===== src/rtl/mem_load_unit.sv =====
// ---------------------------------------------------------------------------
// mem_load_unit
//   Multi-cycle RISC-V load controller between the datapath and data memory.
//   Latches a load request, issues a doubleword-aligned read, waits for the
//   memory response (bounded by TIMEOUT cycles), extracts and sign/zero-
//   extends the addressed field and pulses reg_write with the result.
//   Misaligned requests, illegal funct3 and memory timeouts pulse err instead.
//
// Ports:
//   clk        clock, all state updates on the rising edge
//   reset      asynchronous, active-high
//   start      request strobe, sampled in IDLE only
//   addr       byte address of the load
//   funct3     load type (LB LH LW LD LBU LHU LWU, 111 illegal)
//   busy       high whenever the unit is not IDLE
//   mem_rd     memory read request, high throughout RD
//   mem_addr   doubleword-aligned read address
//   mem_rdata  memory read data, valid with mem_valid
//   mem_valid  memory response strobe, honoured only in RD
//   reg_write  one-cycle destination register write strobe
//   load_data  extended load result, holds until the next capture
//   err        one-cycle error pulse
//   err_code   01 misaligned, 10 illegal funct3, 11 timeout; holds until next err
// ---------------------------------------------------------------------------
module mem_load_unit #(
   parameter int DATA_W  = 64,
   parameter int TIMEOUT = 15
) (
   input  logic              clk,
   input  logic              reset,
   input  logic              start,
   input  logic [DATA_W-1:0] addr,
   input  logic [2:0]        funct3,
   output logic              busy,
   output logic              mem_rd,
   output logic [DATA_W-1:0] mem_addr,
   input  logic [DATA_W-1:0] mem_rdata,
   input  logic              mem_valid,
   output logic              reg_write,
   output logic [DATA_W-1:0] load_data,
   output logic              err,
   output logic [1:0]        err_code
);

   localparam logic [1:0] IDLE = 2'd0;
   localparam logic [1:0] RD   = 2'd1;
   localparam logic [1:0] DONE = 2'd2;
   localparam logic [1:0] ERR  = 2'd3;

   localparam logic [1:0] CODE_MISALIGN = 2'b01;
   localparam logic [1:0] CODE_ILLEGAL  = 2'b10;
   localparam logic [1:0] CODE_TIMEOUT  = 2'b11;

   localparam logic [7:0] TMO = 8'(TIMEOUT);

   logic [1:0]        state;
   logic [DATA_W-1:0] addr_q;
   logic [2:0]        f3_q;
   logic [7:0]        cnt;
   logic [7:0]        cnt_nxt;

   logic              illegal;
   logic              misaligned;
   logic [DATA_W-1:0] shifted;
   logic [DATA_W-1:0] ext;

   // Outputs decode straight from state so an asynchronous reset drops them
   // immediately without waiting for a clock edge.
   assign busy      = (state != IDLE);
   assign mem_rd    = (state == RD);
   assign reg_write = (state == DONE);
   assign err       = (state == ERR);
   assign mem_addr  = {addr_q[DATA_W-1:3], 3'b000};
   assign cnt_nxt   = cnt + 8'd1;

   // Request decode, evaluated on the live inputs in the start cycle.
   // funct3[1:0] encodes access size: 00 byte, 01 half, 10 word, 11 double.
   always_comb begin
      // NOTE: every signal gets a default first so no path leaves it unassigned
      // and no latch is inferred.
      illegal    = (funct3 == 3'b111);
      misaligned = 1'b0;
      case (funct3[1:0])
         2'b01:   misaligned = addr[0];
         2'b10:   misaligned = |addr[1:0];
         2'b11:   misaligned = |addr[2:0];
         default: misaligned = 1'b0;
      endcase
   end

   // Field extraction from the returned doubleword using the latched offset.
   always_comb begin
      shifted = mem_rdata >> {addr_q[2:0], 3'b000};
      case (f3_q)
         3'b000:  ext = {{(DATA_W-8){shifted[7]}},   shifted[7:0]};
         3'b001:  ext = {{(DATA_W-16){shifted[15]}}, shifted[15:0]};
         3'b010:  ext = {{(DATA_W-32){shifted[31]}}, shifted[31:0]};
         3'b100:  ext = {{(DATA_W-8){1'b0}},         shifted[7:0]};
         3'b101:  ext = {{(DATA_W-16){1'b0}},        shifted[15:0]};
         3'b110:  ext = {{(DATA_W-32){1'b0}},        shifted[31:0]};
         default: ext = shifted;
      endcase
   end

   // NOTE: sequential state uses non-blocking assignments so every register
   // samples pre-edge values regardless of statement order.
   always_ff @(posedge clk or posedge reset) begin
      // NOTE: all registers here are control/result flops, not storage arrays,
      // so each one is reset to give the defined post-reset output values.
      if (reset) begin
         state     <= IDLE;
         addr_q    <= '0;
         f3_q      <= '0;
         cnt       <= '0;
         load_data <= '0;
         err_code  <= '0;
      end else begin
         case (state)
            IDLE: begin
               if (start) begin
                  addr_q <= addr;
                  f3_q   <= funct3;
                  cnt    <= '0;
                  // Illegal funct3 outranks misalignment.
                  if (illegal) begin
                     err_code <= CODE_ILLEGAL;
                     state    <= ERR;
                  end else if (misaligned) begin
                     err_code <= CODE_MISALIGN;
                     state    <= ERR;
                  end else begin
                     state <= RD;
                  end
               end
            end
            RD: begin
               // A response in the expiry cycle still counts as success.
               if (mem_valid) begin
                  load_data <= ext;
                  state     <= DONE;
               end else begin
                  cnt <= cnt_nxt;
                  if (cnt_nxt >= TMO) begin
                     err_code <= CODE_TIMEOUT;
                     state    <= ERR;
                  end
               end
            end
            DONE:    state <= IDLE;
            default: state <= IDLE;
         endcase
      end
   end

endmodule


===== config.mk =====
export PLATFORM = sky130hd
export DESIGN_NAME = mem_load_unit
export DESIGN_NICKNAME = d
export VERILOG_FILES = /design/src/rtl/mem_load_unit.sv
export SDC_FILE = /design/constraint.sdc
export NUM_CORES = 1
export LEC_CHECK = 0
export ABC_AREA = 1
export CAP_MARGIN = 20
export CORE_ASPECT_RATIO = 0.75
export CORE_MARGIN = 2
export CORE_UTILIZATION = 47
export CTS_CLUSTER_DIAMETER = 200
export DETAILED_ROUTE_END_ITERATION = 6
export GPL_TIMING_DRIVEN = 0
export MAX_ROUTING_LAYER = met4
export PLACE_DENSITY = 0.9
export SETUP_SLACK_MARGIN = 0.02
export SLEW_MARGIN = 20
export SYNTH_ARGS = -nofsm -noshare
export SYNTH_HDL_FRONTEND = slang
export SYNTH_SLANG_ARGS = --single-unit

===== constraint.sdc =====
create_clock -name clk -period 6.85 [get_ports clk]
set_clock_uncertainty 0.1 [all_clocks]
set_input_delay 1.37 -clock clk [delete_from_list [all_inputs] [get_ports clk]]
set_output_delay 1.37 -clock clk [all_outputs]
set_load 0.02 [all_outputs]

After elaboration in Yosys (flattened, before gate mapping)
Cells that the tools add are included.
{ "totals": {"regBits": 143, "latchBits": 0, "ram_bits": 0, "rom_bits": 0, "in_bits": 135, "output_inout_bits": 134, "word_cells": 53, "mem_count": 0} }
{ "classes": {"add_sub_neg": 1, "multipliers": 0, "n_div": 0, "order_cmp": 1, "n_eq_ne": 17, "n_shift": 1, "mux": 16, "n_bitwise": 0, "n_reduce_logical": 11} }
{ "ops": {"columns": ["cell", "count"], "rows": [
  ["$pmux 64 s6", 1],
  ["$shr 64x6->64", 1],
  ["$mux 2", 9],
  ["$mux 8", 2],
  ["$pmux 8 s2", 1],
  ["$eq 3x3->1 const B", 4],
  ["$add 8x1->8 const B", 1],
  ["$eq 2x2->1 const B", 4],
  ["$ge 8x4->1 const B", 1],
  ["$pmux 2 s2", 2],
  ["$reduce_and 2->1", 3],
  ["$reduce_and 5->1", 1],
  ["$eq 2x1->1 const B", 2],
  ["$ne 2x2->1 const B", 2],
  ["$reduce_bool 2->1", 2],
  ["$eq 3x1->1 const B", 1],
  ["$eq 3x2->1 const B", 1],
  ["$logic_not 3->1", 1],
  ["$ne 3x1->1 const B", 1],
  ["$ne 3x3->1 const B", 1],
  ["$pmux 1 s3", 1],
  ["$reduce_and 3->1", 1],
  ["$reduce_or 3->1", 1],
  ["$logic_not 2->1", 1],
  ["2 further kinds", 2]
]} }

Logic depth before layout (Yosys ltp)
Gate-level depths: netlist (run 1).
{ "logic_depth": {"word_depth": 6, "ltp_mapped": 13, "mapped_depth_nobuf": 12} }

Worst setup path before layout (run 1)
Ideal clock, no wire load.
{ "synth_timing": {"path_kind": "in2reg", "start": "input mem_rdata[31]", "end": "register load_data[48]", "setup_time_ns": 0.069, "arrival_time_ns": 2.362, "required_ns": 6.681, "setup_slack_ns": 4.319, "cell_stages": 11, "n_path_buf": 1, "cell_sequence": "inv_1 > nand2_1 > o21ai_0 > nand2_1 > o21ai_0 > mux2i_1 > nand2_2 > nand3_4 > buf_8 > nor2_2 > nor2_2"} }
{ "synth_between": {"elab_chain_cells": 2} }
{ "synth_rtl": {"columns": ["element", "line", "rtl"], "rows": [
  ["start, declared", "37", "input logic [DATA_W-1:0] mem_rdata,"],
  ["$shr 64x6->64", "93", "shifted = mem_rdata >> {addr_q[2:0], 3'b000};"],
  ["$pmux 64 s6", "94", "case (f3_q)"],
  ["end signal, assigned", "139", "load_data <= ext;"],
  ["end, declared", "40", "output logic [DATA_W-1:0] load_data,"]
]} }
Every way passes these cells.
A chain may end at the register's enable or synchronous reset.

Worst setup path after layout (run 1)
{ "layout_timing": {"start": "register state[0]", "end": "output busy"} }
{ "layout_between": {"elab_chain_cells": 1} }
{ "layout_rtl": {"columns": ["element", "line", "rtl"], "rows": [
  ["start, declared", "56", "logic [1:0] state;"],
  ["start signal, assigned", "111", "state <= IDLE;"],
  ["start signal, assigned", "127", "state <= ERR;"],
  ["start signal, assigned", "130", "state <= ERR;"],
  ["$reduce_bool 2->1", "69", "assign busy = (state != IDLE);"],
  ["end, declared", "34", "output logic busy,"]
]} }
Every way passes these cells.

==> results of run 1 <==
[per-stage QoR]
step	std cells	total power (uW)	setup TNS [ns]	area, um2	hold WS (ns)
floorplan	1167	3690	0	8400	0.343
global placement	1674	5100	-48.89	11400	0.355
detailed placement	1675	5160	0	11400	0.359
CTS	1707	6150	0	12000	0.375
global route	1707	6570	0	12000	0.388
finish	1707	6200	0	12000	0.372
[state kept, by name, indices dropped and copies added, names as in the netlist]
signal	flops
cnt	8
state	2
f3_q	3
addr_q	64
err_code	2
load_data	64
[worst min-delay path, delay by kind of cell, from the launching register on]
family           cells  cell delay (ns)
DFF                  1             0.34
and+or+nand+nor      2             0.11
[power groups by stage]
stage / sequential, uW / combinational, uW / clock (uW)
CTS: 1480 / 3720 / 955
detailed placement: 1490 / 3670 / 0
global placement: 1470 / 3630 / 0
finish: 1490 / 3760 / 953
global route: 1530 / 4040 / 996
floorplan: 1680 / 2010 / 0
[kinds of logic (layout without fill, tap and decap cells)]
| kind of cell | Yosys count | after routing | synth area share |
|---|---|---|---|
| multiplexers | 2 | 2 | 0.00238 |
| AND/OR/NAND/NOR | 619 | 619 | 0.310 |
| other | 1 | 3 | 0.000447 |
| adder cells (fa/ha/maj) | 2 | 2 | 0.00298 |
| buffers and inverters | 230 | 528 | 0.143 |
| AO/OA/AOI/OAI | 168 | 168 | 0.115 |
| flip-flops | 143 | 143 | 0.426 |
[placed cells by master, fill, tap and decap left out, types with 3 or more instances in the layout]
master and count:
clkbuf_1 25, clkbuf_16 17, buf_4 67, o31ai_1 7, a31oi_1 6, inv_2 4
a21oi_1 26, clkdlybuf4s50_1 265, or2_2 50, clkinv_4 4, buf_1 9, dfrtp_1 143
nand3_1 20, o21ai_0 90, a211oi_1 6, buf_6 6, o21ai_1 5, inv_1 96
a2bb2oi_1 7, o211ai_1 13, buf_2 19, nor2_1 124, inv_6 3, conb_1 3
nand2_1 392, nor2_2 21
[routing by layer]
layer  global-route usage  share of wire  vias up
li1                     -              -     4137
met1                0.469           0.46     4028
met2                0.498           0.44      394
met3               0.0654          0.070       67
met4                0.108          0.029        0
met5                    -              0        -
[worst max path at each step]
stage / startpoint / to / slack, ns / cells past startpoint
finish: state[0] / busy / 3.61 / 3
global route: state[0] / busy / 3.54 / 3
CTS: state[0] / busy / 3.60 / 3
detailed placement: mem_rdata[47] / load_data[52] / 3.42 / 12
global placement: reset / load_data[46] / -0.37 / 2
floorplan: reset / addr_q[0] / 1.54 / 1
[layout make-up]
type	instances	area (um2)
Fill cell	1469	5560
Multi-Input combinational cell	794	3630
Sequential cell	143	3580
Timing Repair Buffer	266	2680
Buffer	128	813
Clock buffer	18	439
Inverter	102	393
Tap cell	242	303
Clock inverter	14	158
==> reports/results.env, run 1 <==
POST_SYNTH_CELL_TYPES=41
GRT_START_MAX_NET_PINS=107
MAX_SLEW_MARGIN=0.450
PATH_DELAY_FAMILY='buffers and inverters'
TIMING.HOLD.WORST_PATH_DEPTH=2
POST-SYNTH-TOP-COUNT-CELL='nand2_1'
GLOBALROUTE.TOTALOVERFLOW=0
SYNTH_LARGEST_TYPE_AREA_FRACTION=0.426
FINALSETUPVIOLATIONS=0
HOLDCRITPATHCLASS='register to register'
TIMING.RR.START='addr_q[0]'
MIN_TO='addr_q[45]'
WORST_PATH_CLASS_SETUP='register to output pin'
INITIAL_ANTENNA_VIOLATION_COUNT=0
NUMBER_OF_SYNTHESIZED_FLOPS_WITH_AN_ENABLE_PIN=0
ANTENNA_VIOLATING_NETS_POST_ROUTE=0
NUMBER_OF_CELLS_ON_THE_WORST_REG_TO_REG_PATH=8
CRIT_PATH_END_KIND='output pin'
CLOCK_LATENCY_NS=0.43
TOP_LEVEL_PORTS=269
PLACEMENT_SETUP_SLACK_NS=3.42
CTS_TREE='done'
WORSTMARGINPINSLEW_NS=0.817
CLOCK_SINKS=143
TIMING.CRITICAL_PATH.FROM_TYPE='register'
AVGSYNTHCELLAREA_UM2=7.21
DIEHEIGHT_UM=120
CTS.HTREE.LEVELS=4
SYN_AREA_UM2=8400
CLOCK_TREE.BUFFER_DEPTH=2
WORSTPATHARRIVAL_NS=1.77
CLK_PIN_SLEW_NS=0.06
GRT_PASS1_VIAS=8414
POWER.SHARE.SWITCHING=0.454
IO_BUFFER_COUNT=265
FINAL_CORE_UTILIZATION=0.683
CP_MAX_FO=4
DIE_AREA_UM2=19000
POWER.SHARE.CLOCK=0.154
WORSTHOLDSTART='addr_q[45]'
SYNTHCELLS=1165
YOSYSWARNINGCOUNT=0
MAXCLOCKFREQUENCY_MHz=308
P_INT_uW=3390
WIRE_LENGTH_AFTER_DETAILED_ROUTING_MM=30.1
DPL_HPWL_MM=22.9
PEAKVDDDROP_mV=0.254
DRC=0
CELLLEAKAGEPOWER_uW=0.00595
PWR-SHARE-SEQ=0.240
FINAL_PERIOD_MINUS_WORST_SETUP_SLACK_NS=3.24
YS.FLOP_TYPE='dfrtp_1'
GRT_FIRST_PASS_WIRELENGTH_MM=47.0
NNETSFINAL=1589
FINALHOLDVIOLATIONS=0
REGTOREGSETUPSLACK_NS=4.50
CRIT_BUF_INV=2
TRITONCTS.NUM_BUFFERS=17
DETAILEDROUTE.FIRSTITERATIONVIOLATIONS=742
SYNTH_TOP_CELLS_BY_COUNT='nand2_1, dfrtp_1, nor2_1, inv_1, o21ai_0'
DRV.MAX_CAP_VIOLATION_COUNT=0
R2R_END='load_data[3]'
RSZ0062_AT_GRT='no'
POST-SYNTH-TOP-AREA-CELL='dfrtp_1'
MIN_PERIOD_OVER_PERIOD=0.473
TIMING.CRITICAL_PATH.CELLS='nor2_1 -> inv_1 -> clkdlybuf4s50_1'
RATIO_OF_ROUTED_VIAS_TO_STANDARD_CELLS=5.05
SETUP_SLACK_NS=3.61
CP_REQUIRED_NS=5.38
FINAL-MAX-SLEW-VIOLATION-COUNT=0
YS_SEQ_AREA_FRAC=0.426
DIODES=0
CLOCK-ROOT-BUFFER='clkbuf_16'
ROUTE.VIAS.TOTAL=8626
RUN_STATUS='finished clean'
SYNTH.FF_LATCH_COUNT=143
SLOWEST_DELAY_NS=0.55
YOSYS-TOP-CELLS-AREA='dfrtp_1, nand2_1, buf_4'
POST_CTS_SETUP_REPAIR_BUFFER_COUNT=0
HOLDBUFCOUNTCTS=0
SWITCHINGPOWER_uW=2810
SYNTHTOLAYOUTAREAGROWTH_PCT=42.8
CTS_RESIZED=0
POWERDENSITY_nW_PER_UM2=517
GLOBAL_ROUTE.USAGE.TOTAL=0.337
CP_SLOWEST_CELL='clkdlybuf4s50_1'
GP_CONGESTION=0.993
POWER.SHARE.COMBINATIONAL=0.607
ROUTED_LENGTH_PER_INSTANCE_UM=17.6
ASYNC_FLOP_SHARE=1.00
FINAL_LAYOUT_SIZE_SUFFIX_GT1_FRAC=0.145
DESIGN.CORE.AREA_UM2=17600
ROWS=42
DR.PASS1.ITERS=5
DIE_WIDTH_UM=158
INITIAL_CORE_UTIL=0.478
(Power assumes the default switching activity.)
==> run 2: changes to the inputs <==
- CORE_UTILIZATION: 47 -> 43
- PLACE_DENSITY: 0.9 -> 0.87
- clock period: 6.85 -> 2.95 ns (I/O delays scaled with it)
==> reports/results.env, run 2 (synthesized netlist as in run 1, its figures left out) <==
DRV.MAX_CAP_VIOLATION_COUNT=0  # unchanged
DR.PASS1.ITERS=5  # unchanged
CP_MAX_FO=4  # unchanged
GLOBALROUTE.TOTALOVERFLOW=0  # unchanged
ROUTE.VIAS.TOTAL=8627  # +0.012%
FINAL_PERIOD_MINUS_WORST_SETUP_SLACK_NS=2.45
CP_REQUIRED_NS=2.26  # -3.12 ns
TIMING.HOLD.WORST_PATH_DEPTH=2  # unchanged
FINALHOLDVIOLATIONS=0  # unchanged
PLACED_CELL_AREA_UM2=11500  # +0.79%
GRT_FIRST_PASS_WIRELENGTH_MM=46.8  # -0.31%
POSTLAYOUTCELLAREA_UM2=12000  # +0.44%
ROUTED_LENGTH_PER_INSTANCE_UM=17.3  # -2.0%
WORSTHOLDSTART='addr_q[34]'
NUMBER_OF_CELLS_ON_THE_WORST_REG_TO_REG_PATH=8  # unchanged
P_INT_uW=7780  # +130%
DESIGN.CORE.AREA_UM2=19300  # +9.8%
CLOCK_SINKS=143  # unchanged
GRT_START_MAX_NET_PINS=32  # -70%
CRIT_PATH_END_KIND='output pin'
GP_CONGESTION=1.01  # +1.7%
MOST-COMMON-LAYOUT-CELLS='nand2_1, clkdlybuf4s50_1, dfrtp_1, nor2_1, inv_1'
CTS_TREE='done'
DRC=0  # unchanged
DIEHEIGHT_UM=125  # +4.4%
TNS_NS=0  # unchanged
CLOCK_TREE.BUFFER_DEPTH=2  # unchanged
FINALSETUPVIOLATIONS=0  # unchanged
LAYOUT.CELLS.MOST_COMMON='nand2_1'
TOP_LEVEL_PORTS=269  # unchanged
DIE_WIDTH_UM=165  # +4.4%
HOLDBUFCOUNTCTS=0  # unchanged
INITIAL_CORE_UTIL=0.436  # -0.0426
FINAL-MAX-SLEW-VIOLATION-COUNT=0  # unchanged
NNETSFINAL=1593  # +0.25%
PWR-SHARE-SEQ=0.243  # +0.003
FINAL_CORE_UTILIZATION=0.625  # -0.0581
TRITONCTS.NUM_BUFFERS=17  # unchanged
CLK_PIN_SLEW_NS=0.06  # about the same
CTS_RESIZED=0  # unchanged
PEAKVDDDROP_mV=0.679  # +170%
FINAL_LAYOUT_SIZE_SUFFIX_GT1_FRAC=0.146  # +0.000967
CELLLEAKAGEPOWER_uW=0.00595  # about the same
TIMING.CRITICAL_PATH.FROM_TYPE='register'
POWER.SHARE.SWITCHING=0.453  # -0.000969
WIRE_LENGTH_AFTER_DETAILED_ROUTING_MM=29.8  # -1.1%
MAX_SLEW_MARGIN=0.414  # -0.0353
CTS.HTREE.LEVELS=4  # unchanged
INITIAL_ANTENNA_VIOLATION_COUNT=1  # +1
ROWS=44  # +4.8%
RATIO_OF_ROUTED_VIAS_TO_STANDARD_CELLS=5.01  # -0.92%
REGTOREGSETUPSLACK_NS=0.60  # -3.90 ns
WORST_PATH_CLASS_SETUP='register to output pin'
DPL_HPWL_MM=23.4  # +2.3%
DIE_AREA_UM2=20700  # +9.0%
CLOCK_LATENCY_NS=0.42  # about the same
POWER.SHARE.CLOCK=0.145  # -0.009
SWITCHINGPOWER_uW=6440  # +130%
MAXCLOCKFREQUENCY_MHz=409
RSZ0062_AT_GRT='no'
MIN_PERIOD_OVER_PERIOD=0.829
TIMING.RR.START='addr_q[0]'
DETAILEDROUTE.FIRSTITERATIONVIOLATIONS=737  # -0.67%
GLOBAL_ROUTE.USAGE.TOTAL=0.305  # -0.0320
R2R_END='load_data[3]'
IO_BUFFER_COUNT=265  # unchanged
WORSTPATHARRIVAL_NS=1.76  # about the same
POST_CTS_SETUP_REPAIR_BUFFER_COUNT=0  # unchanged
WORSTMARGINPINSLEW_NS=0.869  # +0.0524 ns
RUN_STATUS='finished clean'
TOTAL_POWER_uW=14200  # +130%
POWER.SHARE.COMBINATIONAL=0.612  # +0.005
LARGEST_REGISTERS='addr_q (64), load_data (64), cnt (8)'
POWERDENSITY_nW_PER_UM2=1180  # +130%
ANTENNA_VIOLATING_NETS_POST_ROUTE=0  # unchanged
HOLDCRITPATHCLASS='register to register'
MIN_TO='addr_q[34]'
SYNTHTOLAYOUTAREAGROWTH_PCT=43.4
GRT_PASS1_VIAS=8498  # +1.0%
CLOCK-ROOT-BUFFER='clkbuf_16'
## run 2: cell types whose count changed in the layout (fill, tap and decap cells not counted)
cell and delta:
buf_12 +4, clkbuf_1 +2, clkinv_4 -3, bufinv_16 -1, inv_8 -2, clkinvlp_4 +3, clkinv_2 +1, diode_2 +1
## run 2: routing by layer
metal,track usage,routed length (um),up-vias
li1,-,-,4141
met2,0.435,13000,393
met1,0.436,13600,4038
met5,-,0,-
met4,0.0928,680,0
met3,0.0604,2420,55
## run 2: power groups by stage
stage	clock network, uW	registers [uW]	logic, uW
2_1_floorplan	0	3900	4660
4_1_cts	2080	3450	8620
6_report	2060	3450	8710
3_5_place_dp	0	3470	8550
3_3_place_gp	0	3420	8430
5_1_grt	2170	3560	9410
## run 2: worst max path at each step
stage	startpoint	end	slack, ns	cells past startpoint
after global routing	state[1]	busy	0.42	3
after CTS	state[1]	busy	0.51	3
final	state[1]	busy	0.50	3
after global placement	reset	load_data[0]	-0.79	2
after detailed placement	mem_valid	load_data[47]	0.25	8
after floorplan	reset	addr_q[0]	0.47	1
## run 2: critical path, stage by stage, from the launching register on
cell,delay (ns)
dfrtp_1,0.42
nor2_1,0.24
inv_1,0.12
clkdlybuf4s50_1,0.57
## run 2: layout make-up
cell class                 instances  area (um2)
antenna                            1        2.50
inverter                         102         389
clock buffer                      20         447
sequential                       143        3580
clock inverter                    12         110
fill                            1721        7220
buffer                           128         813
timing repair buffer             270        2760
tap                              253         317
multi-input combinational        794        3630
## run 2: per-stage QoR
| step | std cells | setup WS [ns] | hold WS (ns) |
|---|---|---|---|
| finish | 1723 | 0.505 | 0.370 |
| global route | 1723 | 0.425 | 0.395 |
| floorplan | 1167 | 0.469 | 0.343 |
| detailed placement | 1690 | 0.251 | 0.360 |
| CTS | 1722 | 0.508 | 0.374 |
| global placement | 1685 | -0.786 | 0.355 |
==> run 3: changes to the inputs <==
- CORE_UTILIZATION: 43 -> 47
- PLACE_DENSITY: 0.87 -> 0.9
- clock period: 2.95 -> 2.25 ns (I/O delays scaled with it)
==> reports/results.env, run 3 (synthesized netlist as in run 1, its figures left out) <==
RUN_STATUS='finished clean'
FINAL-MAX-SLEW-VIOLATION-COUNT=0  # unchanged
NNETSFINAL=1592  # -0.063%
MAX_SLEW_MARGIN=0.569  # +0.155
WORST_PATH_CLASS_SETUP='register to register'
HOLDCRITPATHCLASS='input pin to async pin'
DESIGN.CORE.AREA_UM2=17600  # -8.9%
DIE_AREA_UM2=19000  # -8.3%
CP_REQUIRED_NS=2.46  # +0.20 ns
GRT_FIRST_PASS_WIRELENGTH_MM=46.7  # -0.35%
FINALSETUPVIOLATIONS=0  # unchanged
TNS_NS=0  # unchanged
CLK_PIN_SLEW_NS=0.06  # about the same
PLACED_CELL_AREA_UM2=11400  # -0.36%
CP_MAX_FO=10  # +6
MAXCLOCKFREQUENCY_MHz=458
ROUTE.VIAS.TOTAL=8637  # +0.12%
PATH_DELAY_FAMILY='compound AO/OA/AOI/OAI gates'
CLOCK_SINKS=143  # unchanged
TIMING.CRITICAL_PATH.FROM_TYPE='register'
DETAILEDROUTE.FIRSTITERATIONVIOLATIONS=760  # +3.1%
LAYOUT.CELLS.MOST_COMMON='nand2_1'
DIODES=0  # -1
GLOBALROUTE.TOTALOVERFLOW=0  # unchanged
FINAL_PERIOD_MINUS_WORST_SETUP_SLACK_NS=2.18
RSZ0062_AT_GRT='no'
TIMING.RR.START='addr_q[0]'
REGTOREGSETUPSLACK_NS=0.07  # -0.53 ns
PEAKVDDDROP_mV=0.700  # +3.1%
CP_SLOWEST_CELL='o21ai_1'
CTS_TREE='done'
POWERDENSITY_nW_PER_UM2=1570  # +33%
POSTLAYOUTCELLAREA_UM2=12100  # +0.60%
RATIO_OF_ROUTED_VIAS_TO_STANDARD_CELLS=5.05  # +0.94%
TOP_LEVEL_PORTS=269  # unchanged
WORSTMARGINPINSLEW_NS=0.646  # -0.223 ns
INITIAL_CORE_UTIL=0.478  # +0.0426
GLOBAL_ROUTE.USAGE.TOTAL=0.335  # +0.0300
GRT_PASS1_VIAS=8351  # -1.7%
INITIAL_ANTENNA_VIOLATION_COUNT=0  # -1
TRITONCTS.NUM_BUFFERS=17  # unchanged
ROUTED_LENGTH_PER_INSTANCE_UM=17.5  # +1.1%
GP_CONGESTION=1.02  # +1.1%
WIRE_LENGTH_AFTER_DETAILED_ROUTING_MM=29.9  # +0.28%
DIE_WIDTH_UM=158  # -4.2%
IO_BUFFER_COUNT=265  # unchanged
CRIT_PATH_END_KIND='register'
SLOWEST_DELAY_NS=0.48  # -0.09 ns
GRT_START_MAX_NET_PINS=35  # +9.4%
PLACEMENT_SETUP_SLACK_NS=-0.298  # -0.549 ns
CTS.HTREE.LEVELS=4  # unchanged
POST_CTS_SETUP_REPAIR_BUFFER_COUNT=0  # unchanged
DPL_HPWL_MM=23.5  # +0.27%
FINAL_LAYOUT_SIZE_SUFFIX_GT1_FRAC=0.150  # +0.00429
ANTENNA_VIOLATING_NETS_POST_ROUTE=0  # unchanged
CELLLEAKAGEPOWER_uW=0.00602  # +1.2%
DIEHEIGHT_UM=120  # -4.2%
SETUP_SLACK_NS=0.0662  # -0.439 ns
TIMING.CRITICAL_PATH.CELLS='buf_6 -> buf_4 -> buf_2 -> o21ai_0 -> o21ai_1 -> nor2_1 -> o31ai_1'
DRV.MAX_CAP_VIOLATION_COUNT=0  # unchanged
WORSTPATHARRIVAL_NS=2.39  # +0.63 ns
FINAL_CORE_UTILIZATION=0.690  # +0.0653
CLOCK_LATENCY_NS=0.42  # about the same
LARGEST_REGISTERS='addr_q (64), load_data (64), cnt (8)'
CLOCK-ROOT-BUFFER='clkbuf_16'
MOST-COMMON-LAYOUT-CELLS='nand2_1, clkdlybuf4s50_1, dfrtp_1, nor2_1, inv_1'
FINALHOLDVIOLATIONS=0  # unchanged
SETUP.WORST_PATH.START='addr_q[0]'
CLOCK_TREE.BUFFER_DEPTH=2  # unchanged
DRC=0  # unchanged
ROWS=42  # -4.5%
HOLD_SLACK_NS=0.293  # -0.0769 ns
CRIT_BUF_INV=3  # +1
MIN_PERIOD_OVER_PERIOD=0.971
DR.PASS1.ITERS=5  # unchanged
SYNTHTOLAYOUTAREAGROWTH_PCT=44.3
## run 3: cell types whose count changed in the layout (fill, tap and decap cells not counted), sizes merged
cell,previous run,this run
clkbuf,46,47
clkinvlp,5,3
diode,1,0
clkdlybuf4s50,265,262
buf,107,104
bufinv,1,5
clkinv,4,3
inv,104,103
dlymetal6s2s,0,3
## run 3: worst paths after layout
path                                      end  depth (start not counted)
min in group clk                   addr_q[52]                          2
worst min register to register     addr_q[52]                          2
worst min-delay path            load_data[39]                          2
worst max register to register   load_data[4]                          7
max in group asynchronous        load_data[6]                          5
worst max-delay path             load_data[4]                          7
## run 3: through the flow
stage	power, uW	cells
floorplan	11200	1167
global placement	15500	1674
detailed placement	15700	1678
CTS	18900	1709
global route	20300	1709
finish	19100	1709
## run 3: worst reg2reg max path: stages, from the launching register on
cell,delay [ns]
dfrtp_1,0.33
buf_6,0.14
buf_4,0.19
buf_2,0.26
o21ai_0,0.20
o21ai_1,0.48
nor2_1,0.09
o31ai_1,0.29
## run 3: final cells by class
class | instances | area (um2)
Buffer | 128 | 816
Clock buffer | 19 | 433
Clock inverter | 12 | 209
Fill cell | 1427 | 5440
Inverter | 102 | 389
Multi-Input combinational cell | 794 | 3650
Sequential cell | 143 | 3580
Tap cell | 242 | 303
Timing Repair Buffer | 269 | 2740
## run 3: per-layer routing
layer	GRT usage	part of all wire	up-vias	routed length, um
met5	-	0	-	0
met4	0.0755	0.015	0	442
met3	0.0646	0.085	32	2540
met2	0.499	0.45	388	13600
met1	0.475	0.45	4079	13300
li1	-	-	4138	-
## run 3: where the power goes
group	switching, uW	total [uW]	leakage (uW)	internal [uW]
combinational	6610	11500	0.00400	4860
sequential	706	4510	0.00172	3810
clock	1120	3090	0.000304	1970
## run 3: repair_timing
action                                  4_1_cts  5_1_grt
endpoints found under the setup margin        2       51
resized for setup                             2       15
hold buffers                                  0        0
